File: src/rtl/em_stage_skid.sv
// EX/MEM pipeline stage: valid/ready handshake with a 2-entry skid buffer.
// Optional perf counters (stall_cnt, flush_cnt) enabled by EM_PERF_CNT_EN.
module em_stage_skid #(
  parameter int DW = 32,
  parameter int AW = 5
`ifdef EM_PERF_CNT_EN
  ,
  parameter int CW = 16
`endif
) (
  input  logic          clk,
  input  logic          rst,
  input  logic          flush,
  input  logic          in_valid,
  output logic          in_ready,
  input  logic          in_wreg,
  input  logic          in_m2reg,
  input  logic          in_wmem,
  input  logic [DW-1:0] in_alu,
  input  logic [DW-1:0] in_b,
  input  logic [AW-1:0] in_gpr,
  output logic          out_valid,
  input  logic          out_ready,
  output logic          out_wreg,
  output logic          out_m2reg,
  output logic          out_wmem,
  output logic [DW-1:0] out_alu,
  output logic [DW-1:0] out_b,
  output logic [AW-1:0] out_gpr
`ifdef EM_PERF_CNT_EN
  ,
  output logic [CW-1:0] stall_cnt,
  output logic [CW-1:0] flush_cnt
`endif
);

  typedef struct packed {
    logic          wreg;
    logic          m2reg;
    logic          wmem;
    logic [DW-1:0] alu;
    logic [DW-1:0] b;
    logic [AW-1:0] gpr;
  } beat_t;

  typedef enum logic [1:0] {
    EMPTY,
    ONE,
    TWO
  } state_t;

  state_t state, state_nx;
  beat_t  in_beat, main_q, skid_q;
  logic   accept, drain;
  logic   ld_main_in, ld_main_skid, ld_skid;

  assign in_beat = '{
    wreg:  in_wreg,
    m2reg: in_m2reg,
    wmem:  in_wmem,
    alu:   in_alu,
    b:     in_b,
    gpr:   in_gpr
  };

  assign out_valid = (state != EMPTY);
  assign in_ready  = (state != TWO);
  assign accept    = in_valid && in_ready && !flush;
  assign drain     = out_valid && out_ready;

  always_comb begin
    state_nx     = state;
    ld_main_in   = 1'b0;
    ld_main_skid = 1'b0;
    ld_skid      = 1'b0;
    if (flush) begin
      state_nx = EMPTY;
    end else begin
      unique case (state)
        EMPTY: begin
          if (accept) begin
            state_nx   = ONE;
            ld_main_in = 1'b1;
          end
        end
        ONE: begin
          if (accept && drain) begin
            ld_main_in = 1'b1;
          end else if (accept) begin
            state_nx = TWO;
            ld_skid  = 1'b1;
          end else if (drain) begin
            state_nx = EMPTY;
          end
        end
        TWO: begin
          if (drain) begin
            state_nx     = ONE;
            ld_main_skid = 1'b1;
          end
        end
        default: state_nx = EMPTY;
      endcase
    end
  end

  always_ff @(posedge clk) begin
    if (rst) state <= EMPTY;
    else     state <= state_nx;
  end

  // Data regs only move on a load, so empty entries keep stale data.
  always_ff @(posedge clk) begin
    if (rst) begin
      main_q <= '0;
      skid_q <= '0;
    end else begin
      if (ld_main_in)   main_q <= in_beat;
      if (ld_main_skid) main_q <= skid_q;
      if (ld_skid)      skid_q <= in_beat;
    end
  end

  assign out_wreg  = out_valid && main_q.wreg;
  assign out_m2reg = out_valid && main_q.m2reg;
  assign out_wmem  = out_valid && main_q.wmem;
  assign out_alu   = main_q.alu;
  assign out_b     = main_q.b;
  assign out_gpr   = main_q.gpr;

`ifdef EM_PERF_CNT_EN
  logic [1:0]  occ;
  logic [CW:0] fsum;

  assign occ  = (state == TWO) ? 2'd2 :
                (state == ONE) ? 2'd1 : 2'd0;
  assign fsum = {1'b0, flush_cnt} + (CW+1)'(occ);

  always_ff @(posedge clk) begin
    if (rst) begin
      stall_cnt <= '0;
      flush_cnt <= '0;
    end else begin
      if (out_valid && !out_ready && stall_cnt != '1)
        stall_cnt <= stall_cnt + 1'b1;
      if (flush)
        flush_cnt <= fsum[CW] ? '1 : fsum[CW-1:0];
    end
  end
`endif

endmodule
File: config.mk
export PLATFORM = sky130hd
export DESIGN_NAME = em_stage_skid
export DESIGN_NICKNAME = d
export VERILOG_FILES = /design/src/rtl/em_stage_skid.sv
export SDC_FILE = /design/constraint.sdc
export NUM_CORES = 1
export LEC_CHECK = 0
export CORE_MARGIN = 1.5
export CORE_UTILIZATION = 49
export CTS_CLUSTER_SIZE = 24
export DETAILED_ROUTE_END_ITERATION = 6
export PLACE_DENSITY = 0.82
export SYNTH_ARGS = -nofsm -noshare
export SYNTH_HDL_FRONTEND = slang
export SYNTH_SLANG_ARGS = --single-unit
File: constraint.sdc
create_clock -name clk -period 4.16 [get_ports clk]
set_input_delay 0.624 -clock clk [delete_from_list [all_inputs] [get_ports clk]]
set_output_delay 0.624 -clock clk [all_outputs]
set_load 0.02 [all_outputs]
Word level (Yosys, flattened, before mapping)
Cells that the tools add are included.
Cells by class
  equality and inequality tests: 7
  mux-type cells: 18
  reductions and logical operators: 13
Operators with widths (count)
  72-bit 2-to-1 mux: 2
  2-bit 2-to-1 mux: 5
  1-bit 2-to-1 mux: 9
  2-bit != test, second input constant: 4
  1-bit logical AND: 7
  2-bit case mux with 3 select lines: 1
  4-bit AND reduction: 1
  2-bit nonzero test: 2
  3-bit != test, second input constant: 1
  2-bit by 1-bit == test with 1-bit output, second input constant: 1
  2-bit == test, second input constant: 1
  2-bit zero test: 1
  1-bit case mux with 2 select lines: 1
  2-bit OR reduction: 1
  1-bit zero test: 1
Word-level totals
  register bits after elaboration: 146
  bits of input ports: 77
  output and inout port bits: 74
  word-level logic and storage cells: 51

Depth between registers and ports, before layout
  depth in word-level cells: 9
  gate-level depth with buffers: 7
  gate-level depth less buffers: 3

Least setup slack after synthesis
No wires, ideal clock.
  path type: input-to-reg
  start point: input flush
  end point: register main_q, in the netlist out_alu[10]
  setup time: 0.091 ns
  arrival time: 1.603 ns
  required time: 4.069 ns
  setup slack: 2.466 ns
  stages on the path: 5
  buffers on the path: 2
  cells stage by stage: buf_2 -> nor2_1 -> buf_2 -> a311oi_1 -> a311oi_1
Between the ends
  cells in the longest elaborated chain, start to end: 7
  elaborated cells between the ends (all ways): 10
  those cells by class: 6 x mux; 4 x reduce/logical
Ends and longest elaborated chain
  from (decl): RTL line 13  | input logic flush,
  1-bit zero test: RTL line 68  | assign accept = in_valid && in_ready && !flush;
  1-bit logical AND: RTL line 68
  1-bit logical AND: RTL line 87  | if (accept && drain) begin
  1-bit 2-to-1 mux: RTL line 87
  1-bit case mux with 2 select lines: RTL line 79  | unique case (state)
  1-bit 2-to-1 mux: RTL line 76  | if (flush) begin
  2-bit nonzero test (no line)
  to (signal assigned): RTL line 118  | if (ld_main_in) main_q <= in_beat;
  to (signal assigned): RTL line 119  | if (ld_main_skid) main_q <= skid_q;
  to (decl): RTL line 53  | beat_t in_beat, main_q, skid_q;
Parallel ways exist; a longest one is shown, timed or not.
A chain may end at the register's enable or synchronous reset.

Worst setup path in the final report
  start point: register state[1]
  end point: output out_m2reg
Between the ends
  cells in the longest elaborated chain, start to end: 2
Ends and longest elaborated chain
  from (decl): RTL line 52  | state_t state, state_nx;
  from (signal assigned): RTL line 109  | else state <= state_nx;
  2-bit nonzero test: RTL line 66  | assign out_valid = (state != EMPTY);
  1-bit logical AND: RTL line 125  | assign out_m2reg = out_valid && main_q.m2reg;
  to (decl): RTL line 25  | output logic out_m2reg,
Every way passes these cells.

==> flow_summary.toml <==
[cells_and_area]
multi_input_area_sq_mm = 0.00326
fin_nets = 861
final_cell_mix = "clkdlybuf4s50_1, dfxtp_1, a311oi_1, mux2i_1, a21oi_1"
nFillCells = 1243
seqCellArea_sq_mm = 0.00292
num_antenna_cells = 0
layout_commonest_cell = "clkdlybuf4s50_1"
areaGrowthSynthToFinish_pct = 19.7
drive_gt1_share_pct = 6.66

[yosys]
synthXorXnorAreaFrac_pct = 0
seq_area_frac_synth_pct = 40.5
muxShareOfSynthArea_pct = 10.1
synth_top_family_by_area = "compound AO/OA/AOI/OAI gates"
synthAdderAreaFrac_pct = 0
synth_area_sq_mm = 0.00722
yosysUniqueCellTypes = 26
synthCells = 775
synth_nets = 852
yosysWarnings = 0
synth_simple_gate_area_share_pct = 6.50
synth-main-ff-cell = "dfxtp_1"
synth-seq-cells = 146
syn_avg_cell_area_sq_um = 9.31
synth_compound_area_share_pct = 27.9
synth_edf_count = 0
synthArstFlopShare_pct = 0

[sta]
skew_ps = 7.76
fmax_mhz = 377
finalCritPeriodShare_pct = 63.7
setup_tns_ps = 0
finalMaxSlewViolations = 0
rsz0062_at_grt = "false"
slew_headroom_pct = 34.6
hold_violations = 0
worst_slew_pin_slew_ps = 979
period_minus_slack_ps = 2650
finalSetupViolations = 0
fin_ws_ps = 1510

[detailed_routing]
drt_iter0_drc = 720
vias = 6251
antenna_left = 0
routed_wl_um = 19300
drtPass1Iterations = 5
wire_per_inst_um = 19.7
drc = 0
routed_via_density = 6.38

[clocking]
clk_pin_slew_ps = 60
clk_latency_ps = 430
cts_buffers = 17
clockBufferDepth = 2
clockRootBuffer = "clkbuf_16"
clock_sink_count = 146
htreeDepth = 4
cts_tree = "built"
cts_resized = 0
holdBufCountCts = 0
cts_setup_buffers = 0

[min_path]
min-delay-start = "skid_q[21]$_SDFFE_PP0P_"
hp-class = "reg2reg"

[setup_path]
worstPathCellList = "nor2_1 > nor2b_1 > clkdlybuf4s50_1"
critPathLaunchType = "flop"
crit_required_ps = 3540
rr_worst_depth = 4
setup.worst_path.class = "reg2out"
cp_slowest_cell = "clkdlybuf4s50_1"
cp-end-kind = "primary output"
crit_path_end = "out_m2reg"
regToRegSetupSlack_ps = 1790
max_stage_delay_ps = 610
critPathLaunch = "state[1]$_SDFFE_PP0P_"
r2r-start = "state[1]$_SDFFE_PP0P_"
reg2reg_to = "out_b[13]$_SDFFE_PP0P_"
arrival_ps = 2030
crit_path_max_fanout = 10

[flow_run]
cap_violations = 0

[floorplanning]
initial_core_util_pct = 49.9
dieArea_sq_mm = 0.0155
die_h_um = 124
core_region_area_sq_mm = 0.0145
rows = 44
io_pins = 151
die_x_um = 124

[place]
gp_congestion = 0.742
numPortBuffers = 150
dp_slack_ps = 1150
place_hpwl_um = 10900

[global_route]
grt_max_degree = 91
grt_usage_pct = 24.4
grt_overflow_total = 0
grt_pass1_wl_um = 30900
grt_pass1_vias = 5967
antenna_found_initial = 0

[pwr]
power.leakage_nw = 2.60
vdd_drop_max_mv = 0.266
p_per_area_mw_per_mm2 = 404

[run_status]
status = "complete, no violations"
## critical path: cells and delay by family (launching register included)
| family | cells | cell delay (ps) |
|---|---|---|
| flip-flops | 1 | 600 |
| buffers and inverters | 1 | 610 |
| AND/OR/NAND/NOR | 2 | 390 |
## cells by family (layout without fill, tap and decap cells)
kind of cell / Yosys count / after routing
compound gates: 292 / 292
buf+inv: 175 / 196
flops: 146 / 146
mux: 73 / 73
simple gates: 89 / 89
## flip-flops by register name (all words and copies together) (netlist names)
| register | count |
|---|---|
| skid_q | 72 |
| out_alu | 32 |
| out_b | 32 |
| state | 2 |
| main_q | 3 |
| out_gpr | 5 |
## cells in the mapped netlist (5+ instances only)
library cell  instances  share of area [%]
dfxtp_1             146                 40
a21oi_1              73                5.1
clkbuf_1             57                3.0
o21ai_1              20                1.4
buf_6                15                2.3
o21ai_0              52                3.6
nor2b_1               5               0.43
nand3_1              72                5.0
buf_4                70                7.3
buf_2                28                1.9
a311oi_1            144                 17
mux2i_1              73                 10
## per-layer routing
layer / routed length, um / share of wire, % / up-vias / global-route usage [%]
met5: 0 / 0 / - / 0
met3: 918 / 4.8 / 41 / 4.77
met2: 9430 / 49 / 228 / 40.4
met4: 541 / 2.8 / 0 / 11.2
met1: 8400 / 44 / 3041 / 30.8
li1: - / - / 2941 / -
## power by group
group,leakage [nW],total (mW),switching [mW],internal (mW)
sequential,1.19,1.49,0.0349,1.46
clock,0.278,1.50,0.579,0.924
combinational,1.13,0.498,0.272,0.226
total,2.60,3.49,0.885,2.61
## per-stage QoR
stage,instances,util (%),hold WS (ps),power [mW],cell area [sq um]
after floorplan,775,-,454,1.84,7220
after global placement,949,55.7,460,2.01,8060
after detailed placement,949,55.7,466,2.01,8060
after CTS,980,59.7,474,3.50,8640
after global routing,980,59.7,495,3.61,8640
final,980,59.7,473,3.49,8640
## worst min path at each step
stage                              end  depth (start not counted)  slack, ps
2_1_floorplan   skid_q[0]$_SDFFE_PP0P_                          2        450
3_3_place_gp   skid_q[15]$_SDFFE_PP0P_                          2        460
3_5_place_dp   skid_q[26]$_SDFFE_PP0P_                          2        470
4_1_cts        skid_q[26]$_SDFFE_PP0P_                          2        470
5_1_grt         skid_q[4]$_SDFFE_PP0P_                          2        500
6_report       skid_q[21]$_SDFFE_PP0P_                          2        470
## cell type report
class	count	area share, %
multi-input cells	454	37.7
inverters	2	0.116
flip-flops and latches	146	33.8
clock inverters	9	1.23
clock buffers	22	5.49
repair buffers	163	18.9
well taps	184	2.67
Power figures use the tool's default switching activity.
